`config.mk`:
```
export PLATFORM = sky130hd
export DESIGN_NAME = mem_transfer_ctrl_a
export DESIGN_NICKNAME = d
export VERILOG_FILES = /design/src/rtl/mem_transfer_ctrl_a.sv
export SDC_FILE = /design/constraint.sdc
export NUM_CORES = 1
export LEC_CHECK = 0
export CAP_MARGIN = 10
export CORE_MARGIN = 2
export CORE_UTILIZATION = 45
export DETAILED_ROUTE_END_ITERATION = 8
export GPL_TIMING_DRIVEN = 0
export HOLD_SLACK_MARGIN = 0.12
export PLACE_DENSITY = 0.66
export SLEW_MARGIN = 20
export SYNTH_ARGS = -nofsm -noshare
export SYNTH_HDL_FRONTEND = slang
export SYNTH_SLANG_ARGS = --single-unit
```
`constraint.sdc`:
```
create_clock -name clock -period 6.7 [get_ports clock]
set_input_delay 1.675 -clock clock [delete_from_list [all_inputs] [get_ports clock]]
set_output_delay 1.675 -clock clock [all_outputs]
set_load 0.02 [all_outputs]
```
`src/rtl/mem_transfer_ctrl_a.sv`:
```
// Threshold-filtered copy from internal memory A to a downstream memory B.
// Words of A strictly above a latched threshold are written to B, at most DEPTH_B per transfer.
module mem_transfer_ctrl_a #(
  parameter int unsigned WIDTH   = 8,
  parameter int unsigned DEPTH_A = 8,
  parameter int unsigned DEPTH_B = 4
) (
  input  logic             clock,
  input  logic             Reset,
  input  logic             LoadA,
  input  logic [WIDTH-1:0] DataInA,
  input  logic             Start,
  input  logic [WIDTH-1:0] Threshold,
  output logic [WIDTH-1:0] DataInB,
  output logic             WEB,
  output logic             IncB,
  output logic [2:0]       AddrA,
  output logic [2:0]       XferCount,
  output logic             Busy,
  output logic             Done
);

  typedef enum logic [2:0] {IDLE, CLRB, READ, WRITE, DONE} state_t;

  state_t           state, state_nxt;
  logic [WIDTH-1:0] mem_a [DEPTH_A];
  logic [2:0]       rd_ptr;
  logic [WIDTH-1:0] thr;
  logic [WIDTH-1:0] hold;
  logic [WIDTH-1:0] last_b;
  logic [WIDTH-1:0] rd_word;
  logic [2:0]       xfer_inc;
  logic             hit, cap, last;

  always_comb begin
    rd_word  = mem_a[rd_ptr];
    hit      = rd_word > thr;
    xfer_inc = XferCount + 3'd1;
    cap      = xfer_inc == 3'(DEPTH_B);
    last     = rd_ptr == 3'd7;
  end

  always_ff @(posedge clock) begin
    if (!Reset) state <= IDLE;
    else        state <= state_nxt;
  end

  always_comb begin
    state_nxt = state;
    case (state)
      IDLE:    if (Start) state_nxt = CLRB;
      CLRB:    state_nxt = READ;
      READ:    if (hit) state_nxt = WRITE;
               else if (last) state_nxt = DONE;
      WRITE:   state_nxt = (cap || last) ? DONE : READ;
      DONE:    state_nxt = IDLE;
      default: state_nxt = IDLE;
    endcase
  end

  always_ff @(posedge clock) begin
    if (!Reset) begin
      AddrA     <= '0;
      rd_ptr    <= '0;
      XferCount <= '0;
      thr       <= '0;
      hold      <= '0;
      last_b    <= '0;
    end else begin
      case (state)
        IDLE: begin
          if (Start) begin
            thr       <= Threshold;
            rd_ptr    <= '0;
            XferCount <= '0;
          end else if (LoadA) begin
            AddrA <= AddrA + 3'd1;
          end
        end
        READ: begin
          hold <= rd_word;
          if (!hit && !last) rd_ptr <= rd_ptr + 3'd1;
        end
        WRITE: begin
          XferCount <= xfer_inc;
          last_b    <= hold;
          if (!(cap || last)) rd_ptr <= rd_ptr + 3'd1;
        end
        default: ;
      endcase
    end
  end

  // Memory A is deliberately left out of reset so contents survive an aborted transfer.
  always_ff @(posedge clock) begin
    if (Reset && state == IDLE && LoadA && !Start) mem_a[AddrA] <= DataInA;
  end

  always_comb begin
    WEB     = 1'b0;
    IncB    = 1'b1;
    Busy    = 1'b0;
    Done    = 1'b0;
    DataInB = (state == WRITE) ? hold : last_b;
    case (state)
      CLRB:  begin IncB = 1'b0; Busy = 1'b1; end
      READ:  Busy = 1'b1;
      WRITE: begin WEB = 1'b1; IncB = 1'b0; Busy = 1'b1; end
      DONE:  Done = 1'b1;
      default: ;
    endcase
  end

endmodule

```
==> run_summary.xml <==
<?xml version="1.0" encoding="UTF-8"?>
<metrics>
  <group name="layout">
    <metric name="syn_to_final_growth" unit="%">16.9</metric>
    <metric name="finalNonFillerCells" unit="">519</metric>
    <metric name="antenna_cell_count" unit="">0</metric>
    <metric name="fin_util" unit="">0.534</metric>
    <metric name="finalNetCount" unit="">414</metric>
    <metric name="final_layout_size_suffix_gt1_frac" unit="">0.142</metric>
    <metric name="final_design_area_no_fill" unit="µm²">5140</metric>
  </group>
  <group name="global_routing">
    <metric name="grt_overflow" unit="">0</metric>
    <metric name="grt_antenna_before_repair" unit="">0</metric>
    <metric name="grt.met1_usage" unit="">0.204</metric>
    <metric name="top_usage_layer" unit="">met2</metric>
    <metric name="groute.layer.met2.usage" unit="">0.295</metric>
    <metric name="grt.total_usage" unit="">0.166</metric>
    <metric name="number_of_global_route_vias_before_repair" unit="">2564</metric>
    <metric name="grt_start_max_net_pins" unit="">21</metric>
    <metric name="gr-usage-met3" unit="">0.0427</metric>
    <metric name="grt_first_pass_wirelength" unit="µm">13000</metric>
  </group>
  <group name="die">
    <metric name="initial_utilization" unit="">0.457</metric>
    <metric name="die_width" unit="µm">103</metric>
    <metric name="placeableCoreArea" unit="µm²">9640</metric>
    <metric name="fp-row-count" unit="">36</metric>
    <metric name="top_level_ports" unit="">38</metric>
    <metric name="floorplan.die_area" unit="µm²">10600</metric>
    <metric name="die_height" unit="µm">103</metric>
  </group>
  <group name="min_path">
    <metric name="holdPathStages" unit="">2</metric>
    <metric name="whs_endpoint" unit="">thr[7]</metric>
    <metric name="hold_path.startpoint" unit="">thr[7]</metric>
    <metric name="worst_hold_path_type" unit="">register to register</metric>
  </group>
  <group name="clocking">
    <metric name="cts_buffers" unit="">9</metric>
    <metric name="post_cts_buffers" unit="">0</metric>
    <metric name="htree_num_levels" unit="">3</metric>
    <metric name="cts_resized" unit="">0</metric>
    <metric name="tritoncts_clock_tree" unit="">yes</metric>
    <metric name="clock-sinks" unit="">103</metric>
    <metric name="clk-insertion-delay-late" unit="ns">0.37</metric>
    <metric name="cts_max_path_buffers" unit="">2</metric>
    <metric name="cts.root.buffer_cell" unit="">sky130_fd_sc_hd__clkbuf_8</metric>
    <metric name="register_clock_pin_slew_on_the_reported_worst_setup_and_hold_paths" unit="ns">0.10</metric>
    <metric name="ctsHoldBuffers" unit="">0</metric>
  </group>
  <group name="pwr">
    <metric name="switching_power_as_a_share_of_total_power" unit="">0.253</metric>
    <metric name="p_int" unit="mW">0.883</metric>
    <metric name="power.density" unit="nW/µm²">230</metric>
    <metric name="power.share.combinational" unit="">0.097</metric>
    <metric name="net-switching-power" unit="mW">0.299</metric>
    <metric name="peakVddDrop" unit="mV">0.157</metric>
    <metric name="clock_share_of_power" unit="">0.318</metric>
    <metric name="leakagePower" unit="nW">1.81</metric>
    <metric name="totalPowerFinal" unit="mW">1.18</metric>
    <metric name="seq_power_share" unit="">0.585</metric>
  </group>
  <group name="logic_synthesis">
    <metric name="syn-instance-count" unit="">333</metric>
    <metric name="synth_cell_types" unit="">46</metric>
    <metric name="syn_avg_cell_area" unit="µm²">13.2</metric>
    <metric name="synth_edf_count" unit="">64</metric>
    <metric name="post_synth_instance_area" unit="µm²">4400</metric>
    <metric name="syn_nets" unit="">366</metric>
    <metric name="yosys_register_bits" unit="">103</metric>
    <metric name="synth.largest_area_cell" unit="">sky130_fd_sc_hd__edfxtp_1</metric>
    <metric name="dominantRegCellSynth" unit="">sky130_fd_sc_hd__edfxtp_1</metric>
    <metric name="netlist.area_leader.share" unit="">0.436</metric>
    <metric name="synth_async_sr_flop_share" unit="">0</metric>
    <metric name="synth-seq-area-share" unit="">0.614</metric>
    <metric name="yosys-top-cells-area" unit="">sky130_fd_sc_hd__edfxtp_1 (44%), sky130_fd_sc_hd__dfxtp_1 (18%), sky130_fd_sc_hd__mux4_2 (7.7%), sky130_fd_sc_hd__nand2_1 (4.3%), sky130_fd_sc_hd__ha_1 (3.7%)</metric>
    <metric name="synth_warn" unit="">0</metric>
  </group>
  <group name="place">
    <metric name="post-place-ws" unit="ns">2.61</metric>
    <metric name="gp_routability_congestion" unit="">0.734</metric>
    <metric name="detailed_place.area" unit="µm²">4950</metric>
    <metric name="placedCellCount" unit="">503</metric>
    <metric name="place_hpwl" unit="µm">5730</metric>
    <metric name="buffer_ports.inserted" unit="">37</metric>
  </group>
  <group name="detailed_routing">
    <metric name="route.antenna.remaining_nets" unit="">0</metric>
    <metric name="drtIter0Drc" unit="">82</metric>
    <metric name="postRouteWirelength" unit="µm">8260</metric>
    <metric name="route.detailed.vias_per_inst" unit="">5.08</metric>
    <metric name="routedWlPerCell" unit="µm">15.9</metric>
    <metric name="via_count" unit="">2634</metric>
    <metric name="detail_route.drc_violations" unit="">0</metric>
    <metric name="dr_pass1_iterations" unit="">5</metric>
  </group>
  <group name="timing">
    <metric name="rsz0062_at_grt" unit="">false</metric>
    <metric name="setup_total_negative_slack" unit="ns">0</metric>
    <metric name="hold_viol" unit="">0</metric>
    <metric name="timing_max_transition_violations_final" unit="">0</metric>
    <metric name="max-slew-margin-rel" unit="">0.376</metric>
    <metric name="holdWs" unit="ns">0.474</metric>
    <metric name="clock.fmax" unit="MHz">251</metric>
    <metric name="min_period_over_period" unit="">0.595</metric>
    <metric name="worst-slew-pin-transition" unit="ns">0.933</metric>
    <metric name="clock-skew-final" unit="ns">0.0116</metric>
    <metric name="layout_setup_ws" unit="ns">2.72</metric>
    <metric name="finalSetupViolations" unit="">0</metric>
    <metric name="post-route-min-period" unit="ns">3.98</metric>
  </group>
  <group name="outcome">
    <metric name="status" unit="">finished clean</metric>
  </group>
  <group name="worst_setup_path">
    <metric name="path_class" unit="">register to output port</metric>
    <metric name="critical_path_required" unit="ns">5.03</metric>
    <metric name="critPathCaptureType" unit="">output port</metric>
    <metric name="crit_arrival" unit="ns">2.31</metric>
    <metric name="timing.critical_path.fanout_max" unit="">10</metric>
    <metric name="cp-startpoint" unit="">state[1]</metric>
    <metric name="timing.reg2reg.worst_path_depth" unit="">10</metric>
    <metric name="r2r_slack" unit="ns">3.49</metric>
    <metric name="cp-start-kind" unit="">register</metric>
  </group>
  <group name="flow_run">
    <metric name="maxCapViolations" unit="">0</metric>
  </group>
</metrics>
-- cell type report --
cell class,instances,area (µm²)
fillers,843,4490
flip-flops and latches,103,2700
multi-input cells,204,1580
repair buffers,37,370
well taps,133,166
clock buffers,9,124
plain buffers,17,95.1
clock inverters,7,71.3
inverters,9,33.8
-- flip-flops by register name, indices dropped and copies added (netlist names), named ones only --
register	cells
AddrA	3
XferCount	3
hold	8
last_b	8
mem_a	64
rd_ptr	3
state	3
thr	8
-- power by group through the flow --
stage	Sequential, mW	Clock [mW]	Combinational [mW]
4_1_cts	0.692	0.387	0.116
6_report	0.692	0.376	0.115
3_5_place_dp	0.706	0	0.116
2_1_floorplan	0.706	0	0.0740
5_1_grt	0.694	0.410	0.128
3_3_place_gp	0.706	0	0.114
-- layout by cell type (no fill, tap or decap), drive strengths merged, types with 9 or more instances in the layout --
master          n
mux4           16
nor2           29
dfxtp          39
ha             13
and2           12
clkdlybuf4s50  37
nand2          51
clkbuf         18
a21boi          9
inv            12
a21oi           9
edfxtp         64
-- cells by family after synthesis --
group                    after synthesis  synth area share
AO/OA/AOI/OAI                         33            0.0551
multiplexers                          29             0.115
flip-flops                           103             0.614
AND/OR/NAND/NOR                      126             0.144
adder cells (fa/ha/maj)               13            0.0369
buffers and inverters                 26            0.0293
XOR/XNOR                               3           0.00597
-- worst max path at each step --
stage,end,cells after the start
5_1_grt,DataInB[7],7
3_5_place_dp,mem_a[4][4],6
2_1_floorplan,mem_a[1][0],5
6_report,DataInB[2],7
4_1_cts,DataInB[0],7
3_3_place_gp,mem_a[1][5],6
-- metal layers --
layer | vias to the layer above | wire length (µm) | share of wire
li1 | 1295 | - | -
met1 | 1278 | 3680 | 0.45
met2 | 53 | 4130 | 0.50
met3 | 8 | 375 | 0.045
met4 | 0 | 76 | 0.0092
met5 | - | 0 | 0
-- synth_stat cells (2+ instances only) --
master and instances:
sky130_fd_sc_hd__mux4_2 15, sky130_fd_sc_hd__o21ai_0 5, sky130_fd_sc_hd__nand2_1 50, sky130_fd_sc_hd__clkbuf_1 9, sky130_fd_sc_hd__ha_1 13, sky130_fd_sc_hd__xor2_1 2
sky130_fd_sc_hd__nand3b_1 4, sky130_fd_sc_hd__nor2b_1 4, sky130_fd_sc_hd__or3_1 2, sky130_fd_sc_hd__buf_2 6, sky130_fd_sc_hd__dfxtp_1 39, sky130_fd_sc_hd__mux2_2 6
sky130_fd_sc_hd__and2_1 12, sky130_fd_sc_hd__nor3_1 2, sky130_fd_sc_hd__edfxtp_1 64, sky130_fd_sc_hd__inv_1 9, sky130_fd_sc_hd__a21boi_0 9, sky130_fd_sc_hd__nor3b_1 8
sky130_fd_sc_hd__nor2_1 28, sky130_fd_sc_hd__o211ai_1 2, sky130_fd_sc_hd__a21oi_1 9, sky130_fd_sc_hd__nand4_1 2, sky130_fd_sc_hd__nand2b_1 4, sky130_fd_sc_hd__o211a_1 2
sky130_fd_sc_hd__mux2i_1 6
-- worst max-delay path: stages (launching register included) --
cell                              delay [ns]
sky130_fd_sc_hd__dfxtp_1                0.34
sky130_fd_sc_hd__buf_2                  0.21
sky130_fd_sc_hd__nand3b_1               0.12
sky130_fd_sc_hd__inv_1                  0.10
sky130_fd_sc_hd__clkbuf_1               0.37
sky130_fd_sc_hd__nand2_1                0.12
sky130_fd_sc_hd__nand2_1                0.09
sky130_fd_sc_hd__clkdlybuf4s50_1        0.60
Power figures use the tool's default switching activity.
